## config.mk

```make
export PLATFORM = sky130hd
export DESIGN_NAME = axis_packet_fifo
export DESIGN_NICKNAME = d
export VERILOG_FILES = /design/src/rtl/axis_pkg.sv /design/src/rtl/axis_sdp_ram.sv /design/src/rtl/axis_packet_fifo.sv
export SDC_FILE = /design/constraint.sdc
export NUM_CORES = 2
export LEC_CHECK = 0
export CAP_MARGIN = 20
export CORE_MARGIN = 2
export CORE_UTILIZATION = 60
export CTS_CLUSTER_SIZE = 25
export DETAILED_ROUTE_END_ITERATION = 8
export GPL_TIMING_DRIVEN = 0
export PLACE_DENSITY = 0.76
export SETUP_SLACK_MARGIN = 0.02
export SLEW_MARGIN = 20
export SYNTH_ARGS = -nofsm -noshare
export SYNTH_HDL_FRONTEND = slang
export SYNTH_SLANG_ARGS = --single-unit
```

## constraint.sdc

```tcl
create_clock -name axis_aclk -period 4.9 [get_ports axis_aclk]
set_input_delay 0.98 -clock axis_aclk [delete_from_list [all_inputs] [get_ports axis_aclk]]
set_output_delay 0.98 -clock axis_aclk [all_outputs]
set_load 0.02 [all_outputs]
```

## src/rtl/axis_pkg.sv

```systemverilog
`default_nettype none
// ============================================================================
//  Module   : axis_pkg
//  Purpose  : Shared AXI4-Stream word definitions for the arbiter / FIFO path.
//  Revision : 1.0  initial release
// ============================================================================
package axis_pkg;

    localparam int AXIS_DATA_W = 32;

    // One stream beat as stored in buffers: tlast travels with its data.
    typedef struct packed {
        logic                   tlast;
        logic [AXIS_DATA_W-1:0] tdata;
    } axis_word_t;

endpackage : axis_pkg
`default_nettype wire

```

## src/rtl/axis_sdp_ram.sv

```systemverilog
`default_nettype none
// ============================================================================
//  Module   : axis_sdp_ram
//  Purpose  : Simple dual-port word RAM, one write port and one registered
//             read port, shaped for block-RAM inference.
//  Revision : 1.0  initial release
// ============================================================================
module axis_sdp_ram
    import axis_pkg::*;
#(
    parameter int DEPTH  = 64,
    parameter int ADDR_W = $clog2(DEPTH)
) (
    input  logic              clk,
    input  logic              wr_en,
    input  logic [ADDR_W-1:0] wr_addr,
    input  axis_word_t        wr_data,
    input  logic              rd_en,
    input  logic [ADDR_W-1:0] rd_addr,
    output axis_word_t        rd_data
);

    axis_word_t r_mem [DEPTH];
    axis_word_t r_rd_data;

    // Write port: no reset so the array maps onto block RAM.
    always_ff @(posedge clk) begin
        if (wr_en) begin
            r_mem[wr_addr] <= wr_data;
        end
    end

    // Registered read port: output holds until the next enabled read.
    always_ff @(posedge clk) begin
        if (rd_en) begin
            r_rd_data <= r_mem[rd_addr];
        end
    end

    assign rd_data = r_rd_data;

endmodule : axis_sdp_ram
`default_nettype wire

```

## src/rtl/axis_packet_fifo.sv

```systemverilog
`default_nettype none
// ============================================================================
//  Module   : axis_packet_fifo
//  Purpose  : Store-and-forward AXI4-Stream packet FIFO. A packet is shown
//             to the consumer only once complete, except for oversize
//             packets which are force-released when the buffer fills.
//  Revision : 1.0  initial release
// ============================================================================
module axis_packet_fifo
    import axis_pkg::*;
#(
    parameter int DEPTH  = 64,
    parameter int ADDR_W = $clog2(DEPTH)
) (
    input  logic                   axis_aclk,
    input  logic                   axis_aresetn,
    input  logic [AXIS_DATA_W-1:0] s_axis_tdata,
    input  logic                   s_axis_tvalid,
    output logic                   s_axis_tready,
    input  logic                   s_axis_tlast,
    output logic [AXIS_DATA_W-1:0] m_axis_tdata,
    output logic                   m_axis_tvalid,
    input  logic                   m_axis_tready,
    output logic                   m_axis_tlast,
    output logic [ADDR_W:0]        level,
    output logic [ADDR_W:0]        pkt_count,
    output logic                   overflow_release
);

    localparam logic [ADDR_W:0]   LVL_ZERO = '0;
    localparam logic [ADDR_W:0]   LVL_ONE  = (ADDR_W+1)'(1);
    localparam logic [ADDR_W:0]   LVL_FULL = (ADDR_W+1)'(DEPTH);
    localparam logic [ADDR_W-1:0] PTR_ONE  = ADDR_W'(1);

    // Words flow RAM -> prefetch stage -> output register. The prefetch
    // stage is either the RAM read register or a bypass copy of a word
    // written while the RAM had nothing else waiting, so a freshly completed
    // packet reaches the output one edge after its tlast is accepted.
    logic [ADDR_W-1:0] r_wr_ptr;
    logic [ADDR_W-1:0] r_rd_ptr;
    logic [ADDR_W:0]   r_level;
    logic [ADDR_W:0]   r_pkt_count;
    logic              r_pf_valid;
    logic              r_pf_byp;
    axis_word_t        r_byp_word;
    logic              r_out_valid;
    axis_word_t        r_out_word;
    logic              r_in_pkt;
    logic              r_overflow;

    axis_word_t        w_in_word;
    axis_word_t        w_ram_q;
    axis_word_t        w_pf_word;
    logic              w_wr;
    logic              w_del;
    logic [ADDR_W:0]   w_unfetched;
    logic [ADDR_W:0]   w_pend_pkts;
    logic              w_full;
    logic              w_release;
    logic              w_load_out;
    logic              w_pf_free;
    logic              w_ram_rd;
    logic              w_byp;
    logic              w_fetch;
    logic              w_forced;

    assign w_in_word   = '{tlast: s_axis_tlast, tdata: s_axis_tdata};
    assign w_full      = (r_level == LVL_FULL);
    assign w_wr        = s_axis_tvalid & s_axis_tready;
    assign w_del       = r_out_valid & m_axis_tready;
    assign w_pf_word   = r_pf_byp ? r_byp_word : w_ram_q;

    // Words sitting in RAM that have not moved into a pipeline stage.
    assign w_unfetched = r_level - (ADDR_W+1)'(r_pf_valid) - (ADDR_W+1)'(r_out_valid);

    // Complete packets not yet started on the output; a tlast word already
    // in the output register belongs to a packet that has been launched.
    assign w_pend_pkts = r_pkt_count - (ADDR_W+1)'(r_out_valid & r_out_word.tlast);

    // Mid-packet keeps the grant; at a packet boundary start only a complete
    // packet, or an oversize one once the buffer is full.
    assign w_release   = r_in_pkt | (w_pend_pkts != LVL_ZERO) | w_full;
    assign w_forced    = ~r_in_pkt & (w_pend_pkts == LVL_ZERO) & w_full;
    assign w_load_out  = r_pf_valid & w_release & (~r_out_valid | w_del);
    assign w_pf_free   = ~r_pf_valid | w_load_out;
    assign w_ram_rd    = w_pf_free & (w_unfetched != LVL_ZERO);
    assign w_byp       = w_pf_free & (w_unfetched == LVL_ZERO) & w_wr;
    assign w_fetch     = w_ram_rd | w_byp;

    axis_sdp_ram #(
        .DEPTH  (DEPTH),
        .ADDR_W (ADDR_W)
    ) u_ram (
        .clk     (axis_aclk),
        .wr_en   (w_wr),
        .wr_addr (r_wr_ptr),
        .wr_data (w_in_word),
        .rd_en   (w_ram_rd),
        .rd_addr (r_rd_ptr),
        .rd_data (w_ram_q)
    );

    // Pointers, occupancy counters, pipeline valid flags and release state.
    always_ff @(posedge axis_aclk or negedge axis_aresetn) begin
        if (!axis_aresetn) begin
            r_wr_ptr    <= '0;
            r_rd_ptr    <= '0;
            r_level     <= '0;
            r_pkt_count <= '0;
            r_pf_valid  <= 1'b0;
            r_pf_byp    <= 1'b0;
            r_out_valid <= 1'b0;
            r_in_pkt    <= 1'b0;
            r_overflow  <= 1'b0;
        end else begin
            if (w_wr) begin
                r_wr_ptr <= r_wr_ptr + PTR_ONE;
            end
            if (w_fetch) begin
                r_rd_ptr   <= r_rd_ptr + PTR_ONE;
                r_pf_valid <= 1'b1;
                r_pf_byp   <= w_byp;
            end else if (w_load_out) begin
                r_pf_valid <= 1'b0;
            end
            case ({w_wr, w_del})
                2'b10:   r_level <= r_level + LVL_ONE;
                2'b01:   r_level <= r_level - LVL_ONE;
                default: r_level <= r_level;
            endcase
            case ({w_wr & s_axis_tlast, w_del & r_out_word.tlast})
                2'b10:   r_pkt_count <= r_pkt_count + LVL_ONE;
                2'b01:   r_pkt_count <= r_pkt_count - LVL_ONE;
                default: r_pkt_count <= r_pkt_count;
            endcase
            if (w_load_out) begin
                r_out_valid <= 1'b1;
                r_in_pkt    <= ~w_pf_word.tlast;
            end else if (w_del) begin
                r_out_valid <= 1'b0;
            end
            if (w_load_out & w_forced) begin
                r_overflow <= 1'b1;
            end
        end
    end

    // Data registers: bypass copy of an incoming word and the output word.
    always_ff @(posedge axis_aclk or negedge axis_aresetn) begin
        if (!axis_aresetn) begin
            r_byp_word <= '0;
            r_out_word <= '0;
        end else begin
            if (w_byp) begin
                r_byp_word <= w_in_word;
            end
            if (w_load_out) begin
                r_out_word <= w_pf_word;
            end
        end
    end

    assign s_axis_tready    = (r_level < LVL_FULL);
    assign m_axis_tdata     = r_out_word.tdata;
    assign m_axis_tlast     = r_out_word.tlast;
    assign m_axis_tvalid    = r_out_valid;
    assign level            = r_level;
    assign pkt_count        = r_pkt_count;
    assign overflow_release = r_overflow;

endmodule : axis_packet_fifo
`default_nettype wire
```

# Word level (Yosys, flattened, before mapping)
# Memories as Yosys holds them, arrays and structs flattened. A register that Yosys moved wholly into a read port is not among the register bits.
# Cells that the tools add are included.
# word_totals
mem_bits_ro	0
register_bits	97
ram_bits	2112
latch_bits	0
out_inout_bits	50
in_bits	37
n_memories	1
# op_classes
mul	0
magnitude_cmp	1
div	0
reduce_logical	8
n_eq_ne	5
n_addsub	9
bitwise_logic	22
muxes	9
shift	0
# memory_table
memory	depth	width	rd	rd_clocked_by_memory_dff	wr	line	text
u_ram.r_mem	64	33	1	1	1	axis_sdp_ram.sv:23	axis_word_t r_mem [DEPTH];
# op_table
operator	n
$mux W33	1
$pmux W7 S2	2
$sub A7 B1 Y7	3
$add A7 B1 Y7 const B	2
$logic_not A7 Y1	2
$reduce_bool A7 Y1	2
$sub A7 B1 Y7 const B	2
$and A1 B1 Y1	13
$add A6 B1 Y6 const B	2
$reduce_bool A2 Y1	4
$eq A7 B7 Y1 const B	1
$lt A7 B7 Y1 const B	1
$mux W1	6
$or A1 B1 Y1	5
$eq A2 B1 Y1 const B	2
$eq A2 B2 Y1 const B	2
$not A1 Y1	4

# Logic depth before layout (Yosys ltp)
# logic_depth
word_depth	12
mapped_depth	12

# By module
# From an unflattened synthesis, not the netlist that was laid out.
# unflattened
hier_cells	4000
hier_area_um2	86336.6
# by_module_without_submodules
mod	area_each_um2	n_inst	cells_each
axis_sdp_ram	81523.2	1	3598
axis_packet_fifo	4813.4	1	402

# Least setup slack after synthesis
# OpenSTA, ideal clock, no wires.
# synth_timing
kind	input to register
from	in s_axis_tvalid
to	mem u_ram.r_mem[40][0] (netlist name) (enable)
path_slack_ns	0.322
n_path_buf	1
t_arrival_ns	4.114
setup_time_ns	0.464
cell_stages	6
t_required_ns	4.436
path_cell_list	nor2b_1 clkbuf_1 inv_1 nor2_1 nand2_1 nor3_1
# synth_via
elab_chain_len	3
# synth_lines
item	line	text
from (decl)	axis_packet_fifo.sv:18	input logic s_axis_tvalid,
$and A1 B1 Y1	axis_packet_fifo.sv:69	assign w_wr = s_axis_tvalid & s_axis_tready;
$mux W1	axis_sdp_ram.sv:28	if (wr_en) begin
$mux W1 (not written as such)	axis_sdp_ram.sv:29	r_mem[wr_addr] <= wr_data;
to (decl)	axis_sdp_ram.sv:23	
# Every way passes these cells.

==> flow_summary.ini <==
[pwr]
peakVddDrop_uv = 397
power.density_nw_per_um2 = 570
leakage_uw = 0.0316

[drt]
drc = 0
dr.pass1.iters = 9
wl_um = 245000
vias = 45837
drt_iter0_drc = 8491
wire_per_inst_um = 37.8
antenna_left = 0
vias_per_cell = 7.09

[yosys]
synth_area_leaders = edfxtp_1 (75%), mux4_2 (13%), dfrtp_1 (2.8%)
avgSynthCellArea_um2 = 21.6
postSynth.asyncResetShare = 0.0433
ys_warn_count = 0
yosysSeqAreaShare = 0.778
synth_cell_types = 57
synth-edff-count = 2145
syn-num-nets = 4034
synthDominantCellAreaShare = 0.750
synth_cells = 3976
synth_ff_type = edfxtp_1
yosys.area.top_type = edfxtp_1
syn_area_um2 = 85900
ys_ff_latch = 2242

[worst_hold_path]
hold_start = m_axis_tdata[14]$_DFFE_PN0P_
min_path_type = flop to flop
holdPathStages = 2
hold_end = m_axis_tdata[14]$_DFFE_PN0P_

[critical_path]
crit_type = flop to flop
start_kind = flop
cp-end-kind = flop
rr_startpoint = r_rd_ptr[1]$_DFFE_PN0P_
cp.required_ns = 5.48
ff2ff_setup_slack_ns = 0.06
cp.arrival_ns = 5.42
reg2reg_to = u_ram.rd_data[29]$_DFFE_PP_
crit_fanout = 10
reg2regPathDepth = 7

[outcome]
status = completed

[sta]
rsz0062_at_grt = false
slew_violations = 0
period_minus_slack_ns = 4.84
whs_ns = 0.484
timing.final.crit_share = 0.988
setup_tns_ns = 0
fmax_ghz = 0.207
hold_viol_final = 0
tightest_slew_ns = 1.29
fin_skew_ns = 0.0442
setup_viol_count_final = 0
slew_headroom = 0.141

[global_route]
grt_pass1_wl_um = 340000
antenna_found_initial = 13
first_global_vias = 44510
grt_usage = 0.339
overflow = 0
grt_max_degree = 74

[floorplan]
pin_count = 87
dieArea_um2 = 146000
num_rows = 138
die_w_um = 382
core_um2 = 142000
chipHeight_um = 382
initial_core_util = 0.606

[clock_tree]
cts_tree = built
clock-sinks = 2242
clk_latency_ns = 0.86
cts.htree.levels = 4
cts.clk_slew.worst_paths_ns = 0.06
cts_root_buffer = clkbuf_16
ctsLongestPathBuffers = 3
numCtsBuffers = 212
post-cts-setup-buffers = 0

[run]
max_cap_viol_count = 0

[cells_and_area]
drive_gt1_frac = 0.241
final_core_util = 0.696
final_net_count = 4449
syn2layout_area_growth_pct = 14.8
final-seq-area_um2 = 66800
nFillCells = 8183
multi_input_comb_area_um2 = 18400

[placed_design]
hpwl_um = 158000
port_buffers = 86
gp_congestion = 0.958
synthesized netlist by cell type, drive strengths merged, types with 2 or more instances:
master   instances
a31oi            3
nor4             5
nand2          119
nand3b           2
and3             2
fa               3
a22oi          104
ha              18
nor2b           11
dfrtp           97
clkbuf         133
inv             20
nand2b          31
o2111ai          7
xor2             8
a21oi           65
edfxtp        2145
and2             6
o21a             2
mux2i          179
or3b             2
o21ai          103
mux2            36
o31ai            3
nor3             5
a21o             3
a221oi          59
nor3b            3
nand3           77
a22o            33
xnor2           16
mux4           488
nor2            81
buf             91
o311ai           2
or2              3
o21bai           2
registers in the layout (all words and copies together), names as in the netlist, 6 cells and up:
signal,flops
u_ram.rd_data,33
r_byp_word,33
r_rd_ptr,6
m_axis_tdata,32
pkt_count,7
level,7
u_ram.r_mem,2112
r_wr_ptr,6
stage by stage:
step / cell area (µm²) / setup slack (ns) / total power (µW) / instances
floorplan: 85900 / 0.322 / 32600 / 3976
global placement: 89100 / -4.09 / 39800 / 5952
detailed placement: 92000 / -0.209 / 40200 / 6065
CTS: 98600 / 0.149 / 55700 / 6454
global route: 98600 / 0.188 / 57400 / 6455
finish: 98600 / 0.0596 / 56200 / 6465
worst max-delay path by stage:
stage | from | end | slack [ns] | cells past startpoint
final | r_rd_ptr[1]$_DFFE_PN0P_ | u_ram.rd_data[29]$_DFFE_PP_ | 0.06 | 7
after detailed placement | s_axis_tvalid | u_ram.r_mem[54][27]$_DFFE_PP_ | -0.21 | 8
after floorplan | s_axis_tvalid | u_ram.r_mem[40][0]$_DFFE_PP_ | 0.32 | 6
after CTS | r_rd_ptr[1]$_DFFE_PN0P_ | u_ram.rd_data[28]$_DFFE_PP_ | 0.15 | 7
after global routing | r_rd_ptr[1]$_DFFE_PN0P_ | u_ram.rd_data[18]$_DFFE_PP_ | 0.19 | 7
after global placement | s_axis_tvalid | u_ram.r_mem[40][18]$_DFFE_PP_ | -4.09 | 7
cell families after synthesis:
| logic type | share of synthesized area |
|---|---|
| AND/OR/NAND/NOR | 0.0192 |
| multiplexers | 0.154 |
| adder cells (fa/ha/maj) | 0.00332 |
| buffers and inverters | 0.0124 |
| XOR/XNOR | 0.00245 |
| flip-flops | 0.778 |
| AO/OA/AOI/OAI | 0.0307 |
per-layer routing:
metal / track usage / wire length (µm) / vias to the layer above
met3: 0.102 / 34500 / 702
met1: 0.456 / 82700 / 23560
met4: 0.173 / 15200 / 12
met5: 0 / 88 / -
met2: 0.509 / 112000 / 4075
li1: - / - / 17488
worst max-delay path, stage by stage, from the launching register on:
cell and delay, ns:
dfrtp_1 0.37, clkbuf_1 0.59, clkbuf_2 0.77, clkbuf_1 0.91, mux4_2 0.49, a221oi_1 0.69
o21ai_0 0.41, a22o_1 0.31
layout by cell type, fill, tap and decap left out, types with 19 or more instances in the layout:
master           Yosys  layout
edfxtp_1          2145    2145
mux4_2             488     488
clkbuf_16            0     217
mux2i_1            179     179
clkbuf_1           133     165
nand2_1            119     119
a22oi_1            104     104
dfrtp_1             97      97
nand3_1             77      77
o21ai_0             73      70
a21oi_1             65      65
clkinv_1             0      63
nor2_4               0      62
a221oi_1            59      59
buf_2               55      57
buf_4                9      52
clkdlybuf4s50_1      0      52
buf_16               0      52
buf_12               0      50
a22o_1              33      33
o21ai_1             30      33
nand2b_1            31      31
clkinv_2             0      31
mux2_2              26      26
nor2_1              81      19
buf_1               21      19
power breakdown:
group | switching [µW] | internal [µW] | leakage (µW)
logic | 11900 | 6480 | 0.00790
registers | 388 | 21900 | 0.0205
clock network | 7010 | 8570 | 0.00317
timing repair:
action,in CTS,in global routing
endpoints found under the hold margin,24,0
setup endpoints to repair,0,1
hold buffers,1,0
gates resized for setup,0,3
area by class of cell:
class / count / share of cell area
tap: 1890 / 0.0240
clock buffer: 268 / 0.0575
clock inverter: 120 / 0.00859
sequential: 2242 / 0.678
buffer: 224 / 0.0102
multi-input combinational: 1490 / 0.187
timing repair buffer: 201 / 0.0337
antenna: 10 / 0.000254
inverter: 20 / 0.000761
Power figures use the tool's default switching activity.
